==> src/rtl/ps2_pkg.sv <==
// ps2_pkg: shared types and constants for the PS/2 device-to-host receive path.
package ps2_pkg;
    typedef enum logic [1:0] {IDLE, DATA, PARITY, STOP} ps2_rx_state_t;
    localparam int   PS2_DATA_BITS      = 8;
    localparam logic PS2_START_BIT      = 1'b0;
    localparam logic PS2_STOP_BIT       = 1'b1;
    localparam int   PS2_TIMEOUT_CYCLES = 10000;
endpackage

==> src/rtl/ps2_sync2.sv <==
// ps2_sync2: two-flop synchroniser for a raw PS/2 line, resetting to the idle-high level.
//   clk_i  - destination clock
//   rst_ni - asynchronous active-low reset (both flops go to 1)
//   d_i    - asynchronous input
//   q_o    - synchronised output
module ps2_sync2 (
    input  logic clk_i,
    input  logic rst_ni,
    input  logic d_i,
    output logic q_o
);
    logic meta_q, sync_q;
    always_ff @(posedge clk_i or negedge rst_ni)
        if (!rst_ni) begin
            meta_q <= 1'b1;
            sync_q <= 1'b1;
        end else begin
            meta_q <= d_i;
            sync_q <= meta_q;
        end
    assign q_o = sync_q;
endmodule

==> src/rtl/ps2_frame_receiver.sv <==
// ps2_frame_receiver: assembles and checks 11-bit PS/2 device-to-host frames, presents bytes via ready/ack.
//   Clock        - system clock
//   nReset       - asynchronous active-low reset
//   FallingEdge  - one-cycle pulse per PS/2 clock falling edge
//   PS2Data      - raw PS/2 data line
//   DataAck      - consumer took DataByte (only meaningful while DataReady=1)
//   DataByte     - last good byte, held while DataReady=1
//   DataReady    - level, set on good frame, cleared by DataAck
//   ParityError  - pulse: bad parity frame discarded
//   FramingError - pulse: bad stop bit or inter-edge timeout
//   Overrun      - pulse: good frame dropped because DataReady was still set
//   Busy         - frame in progress
module ps2_frame_receiver
    import ps2_pkg::*;
#(
    parameter  int TIMEOUT_CYCLES = PS2_TIMEOUT_CYCLES,
    localparam int CNT_W          = $clog2(TIMEOUT_CYCLES)
) (
    input  logic       Clock,
    input  logic       nReset,
    input  logic       FallingEdge,
    input  logic       PS2Data,
    input  logic       DataAck,
    output logic [7:0] DataByte,
    output logic       DataReady,
    output logic       ParityError,
    output logic       FramingError,
    output logic       Overrun,
    output logic       Busy
);
    localparam int BW = $clog2(PS2_DATA_BITS);

    ps2_rx_state_t            state_q, state_d;
    logic [PS2_DATA_BITS-1:0] shreg_q, shreg_d, byte_q, byte_d;
    logic [BW-1:0]            bit_q, bit_d;
    logic [CNT_W-1:0]         cnt_q, cnt_d;
    logic                     par_q, par_d, rdy_q, rdy_d;
    logic                     perr_q, perr_d, ferr_q, ferr_d, ovr_q, ovr_d, busy_q;
    logic                     data_s;

    ps2_sync2 u_sync (.clk_i(Clock), .rst_ni(nReset), .d_i(PS2Data), .q_o(data_s));

    always_comb begin
        state_d = state_q;
        shreg_d = shreg_q;
        byte_d  = byte_q;
        bit_d   = bit_q;
        par_d   = par_q;
        rdy_d   = rdy_q && !DataAck;
        perr_d  = 1'b0;
        ferr_d  = 1'b0;
        ovr_d   = 1'b0;
        // Inter-edge watchdog: only runs mid-frame, restarted by every edge.
        cnt_d   = (state_q == IDLE || FallingEdge) ? '0 : cnt_q + CNT_W'(1);
        case (state_q)
            IDLE:
                if (FallingEdge && data_s == PS2_START_BIT) begin
                    shreg_d = '0;
                    par_d   = 1'b0;
                    bit_d   = '0;
                    state_d = DATA;
                end
            DATA:
                if (FallingEdge) begin
                    shreg_d = {data_s, shreg_q[PS2_DATA_BITS-1:1]};
                    par_d   = par_q ^ data_s;
                    bit_d   = bit_q + BW'(1);
                    state_d = (bit_q == BW'(PS2_DATA_BITS - 1)) ? PARITY : DATA;
                end
            PARITY:
                if (FallingEdge) begin
                    // Fold the parity bit in: a good frame leaves par_q = 1.
                    par_d   = par_q ^ data_s;
                    state_d = STOP;
                end
            STOP:
                if (FallingEdge) begin
                    state_d = IDLE;
                    if (data_s != PS2_STOP_BIT)
                        ferr_d = 1'b1;
                    else if (!par_q)
                        perr_d = 1'b1;
                    else if (!rdy_q || DataAck) begin
                        byte_d = shreg_q;
                        rdy_d  = 1'b1;
                    end else
                        ovr_d = 1'b1;
                end
        endcase
        if (state_q != IDLE && !FallingEdge && cnt_q == CNT_W'(TIMEOUT_CYCLES - 1)) begin
            ferr_d  = 1'b1;
            state_d = IDLE;
            cnt_d   = '0;
        end
    end

    always_ff @(posedge Clock or negedge nReset)
        if (!nReset) begin
            state_q <= IDLE;
            shreg_q <= '0;
            byte_q  <= '0;
            bit_q   <= '0;
            cnt_q   <= '0;
            par_q   <= 1'b0;
            rdy_q   <= 1'b0;
            perr_q  <= 1'b0;
            ferr_q  <= 1'b0;
            ovr_q   <= 1'b0;
            busy_q  <= 1'b0;
        end else begin
            state_q <= state_d;
            shreg_q <= shreg_d;
            byte_q  <= byte_d;
            bit_q   <= bit_d;
            cnt_q   <= cnt_d;
            par_q   <= par_d;
            rdy_q   <= rdy_d;
            perr_q  <= perr_d;
            ferr_q  <= ferr_d;
            ovr_q   <= ovr_d;
            busy_q  <= (state_d != IDLE);
        end

    assign DataByte     = byte_q;
    assign DataReady    = rdy_q;
    assign ParityError  = perr_q;
    assign FramingError = ferr_q;
    assign Overrun      = ovr_q;
    assign Busy         = busy_q;
endmodule
==> config.mk <==
export PLATFORM = sky130hd
export DESIGN_NAME = ps2_frame_receiver
export DESIGN_NICKNAME = d
export VERILOG_FILES = /design/src/rtl/ps2_pkg.sv /design/src/rtl/ps2_sync2.sv /design/src/rtl/ps2_frame_receiver.sv
export SDC_FILE = /design/constraint.sdc
export NUM_CORES = 1
export LEC_CHECK = 0
export ABC_AREA = 1
export CORE_MARGIN = 2
export CORE_UTILIZATION = 40
export CTS_CLUSTER_DIAMETER = 60
export CTS_CLUSTER_SIZE = 8
export DETAILED_ROUTE_END_ITERATION = 10
export PLACE_DENSITY_LB_ADDON = 0.1
export SLEW_MARGIN = 10
export SYNTH_ARGS = -nofsm -noshare
export SYNTH_HDL_FRONTEND = slang
export SYNTH_HIERARCHICAL = 1
export SYNTH_SLANG_ARGS = --single-unit
==> constraint.sdc <==
create_clock -name Clock -period 2.1 [get_ports Clock]
set_clock_uncertainty 0.15 [all_clocks]
set_input_delay 0.63 -clock Clock [delete_from_list [all_inputs] [get_ports Clock]]
set_output_delay 0.63 -clock Clock [all_outputs]
set_load 0.005 [all_outputs]
==> results.yml <==
critical_path:
  cp.required_ps: 1320
  worstSetupPathType: "reg -> out"
  critPathTopFamily: "buffers and inverters"
  crit_path_start_kind: "flip-flop"
  max_stage_delay_ps: 500
  endpoint_kind: "output pin"
  cp.depth: 1
  crit_path_start: "DataByte[4]"
  rr_worst_depth: 7
  critPathSlowestCell: "clkdlybuf4s50_1"
  critPathMaxFanout: 2
  critPathBufInv: 1
  crit_path_cell_trace: "clkdlybuf4s50_1"
  worst_ep_arrival_time_ps: 1170
  rr_startpoint: "state_q[1]"
  r2r_slack_ps: 220
timing:
  min_period_over_period_pct: 92.99
  hold_viol: 0
  grt_setup_unrepaired: "no"
  worst_pin_slew_ps: 390.8
  fmax_mhz: 512.1
  layout_min_cycle_time_ps: 1953
  slew_headroom_pct: 73.95
  fin_setup_tns_ps: 0
  worst_slack_ps: 147.2
  setup_viol: 0
  maxSlewViolCount: 0
pwr:
  share_seq_of_total_power_pct: 44.5
  power_density_mw_per_mm2: 974.4
  comb_power_share_pct: 33.1
  p_sw_mw: 0.8434
  power_mw: 2.424
  power_frac_clock_pct: 22.4
  switching_share_pct: 34.80
  power.internal_mw: 1.580
  peakVddDrop_mv: 0.3643
  p_leak_nw: 1.144
yosys:
  netlist_instances: 244
  postSynthAreaPerCell_um2: 8.538
  yosys.area_share.adder_pct: 5.405
  synth_xor_area_share_pct: 2.102
  yosysUniqueCellTypes: 27
  synth_area_mm2: 0.002083
  synth_compound_area_share_pct: 8.408
  ys_ff_latch: 43
  synth_seq_area_share_pct: 51.77
  synthSimpleGateAreaFrac_pct: 24.92
  synth_fp_nets: 258
  synth_top_family_by_area: "simple AND/OR/NAND/NOR gates"
  synthMuxAreaShare_pct: 0
  ys_warn_count: 6
floorplan:
  die_area_mm2: 0.005801
  initial_core_util_pct: 41.05
  placementRows: 26
  core_area_mm2: 0.005075
  die_w_um: 76.17
  num_io_pins: 18
  die_height_um: 76.17
clock_tree:
  cts_root_buf: "clkbuf_8"
  clkLatencyLatePin_ps: 310
  post_cts_resized: 0
  path_clk_slew_ps: 90
  cts_buffers: 5
  cts_tree: "built"
  ctsHtreeMaxLevel: 2
  cts_setup_buffers: 0
  clk_path_buf_depth: 2
  clock_sinks: 43
  hold_buffers: 0
route:
  antenna_left: 0
  drt-initial-drc-count: 58
  wire_per_inst_um: 11.34
  drcViolationCount: 0
  first_pass_iters: 4
  drt-total-wl_um: 3901
  vias: 1594
  via_per_inst: 4.634
layout:
  final_area_mm2: 0.002487
  layout_common_cells: "57 x nand2_1, 41 x dfrtp_1, 36 x nor2_1"
  nets: 287
  drive_above_1_share_pct: 12.04
  antenna_cells: 0
  layout_commonest_cell: "nand2_1"
  final_util_pct: 49.01
  fill_cells: 525
  area_growth_pct: 19.40
global_routing:
  grt_antenna_before_repair: 0
  grt.overflow.total: 0
  grt_pass1_wl_um: 6837
  grt_max_degree: 29
  grtUsageTotal_pct: 14.59
  grt_pass1_vias: 1601
place:
  io_buffers: 17
  placed_cell_area_mm2: 0.002395
  hpwl_um: 2925
  place_ws_ps: -118.4
  routabilityCongestion: 0.8124
worst_hold_path:
  hold_class: "in -> async"
status:
  outcome: "complete, no violations"
run:
  cap_violations: 0
metal layers:
metal,up-vias,share of wire [%],track usage (%)
li1,832,-,-
met1,730,47,17.82
met2,24,48,25.27
met3,8,3.6,3.318
met4,0,1.6,5.455
met5,-,0,0
area by class of cell:
class / instances / area, µm² / area share [%]
Multi-Input combinational cell: 163 / 850.8 / 34.21
Clock buffer: 5 / 68.82 / 2.767
Sequential cell: 43 / 1079 / 43.36
Timing Repair Buffer: 24 / 242.7 / 9.759
Clock inverter: 3 / 23.77 / 0.9557
Inverter: 36 / 135.1 / 5.433
Tap cell: 70 / 87.58 / 3.521
through the flow:
stage / hold slack (ps) / cells
2_1_floorplan: 184.4 / 244
3_3_place_gp: 195.8 / 336
3_5_place_dp: 196.8 / 336
4_1_cts: 84.22 / 344
5_1_grt: 94.66 / 344
6_report: 78.12 / 344
final timing paths:
kind | end
setup reg to reg | shreg_q[3]
max in group asynchronous | cnt_q[9]
min in group Clock | u_sync/q_o
setup / recovery | DataByte[4]
hold / removal | DataByte[3]
hold reg to reg | u_sync/q_o
cells by family (layout without fill, tap and decap cells):
group           Yosys count  after routing
flops                    43             43
xor+xnor                  5              5
simple gates            123            123
fa+ha+maj                 9              9
buf+inv                  38             68
compound gates           26             26
sequential cells by signal (all words and copies together), names as in the netlist:
register / cells
Overrun: 1
state_q: 2
bit_q: 3
FramingError: 1
par_q: 1
ParityError: 1
cnt_q: 14
Busy: 1
u_sync/meta_q: 1
DataReady: 1
u_sync/q_o: 1
shreg_q: 8
DataByte: 8
Yosys cell counts (all sizes together):
cell type	n	area share [%]
nand2	58	11
xor2	4	1.7
nor3	4	0.96
dfstp	2	2.5
ha	9	5.4
nor4	1	0.30
a31oi	1	0.30
a21oi	2	0.66
inv	36	6.5
xnor2	1	0.42
nand3b	1	0.36
dfrtp	41	49
nand4	3	0.90
o21ai	15	5.0
buf	2	0.90
nand3	16	4.1
nor2	39	7.4
o22ai	8	2.4
nor3b	1	0.36
power groups by stage:
| stage | registers [mW] | logic, mW | clock network, mW |
|---|---|---|---|
| final | 1.08 | 0.803 | 0.542 |
| after global routing | 1.10 | 0.923 | 0.601 |
| after CTS | 1.08 | 0.816 | 0.568 |
| after detailed placement | 1.10 | 0.811 | 0 |
| after global placement | 1.09 | 0.806 | 0 |
| after floorplan | 1.08 | 0.491 | 0 |
Power figures use the tool's default switching activity.
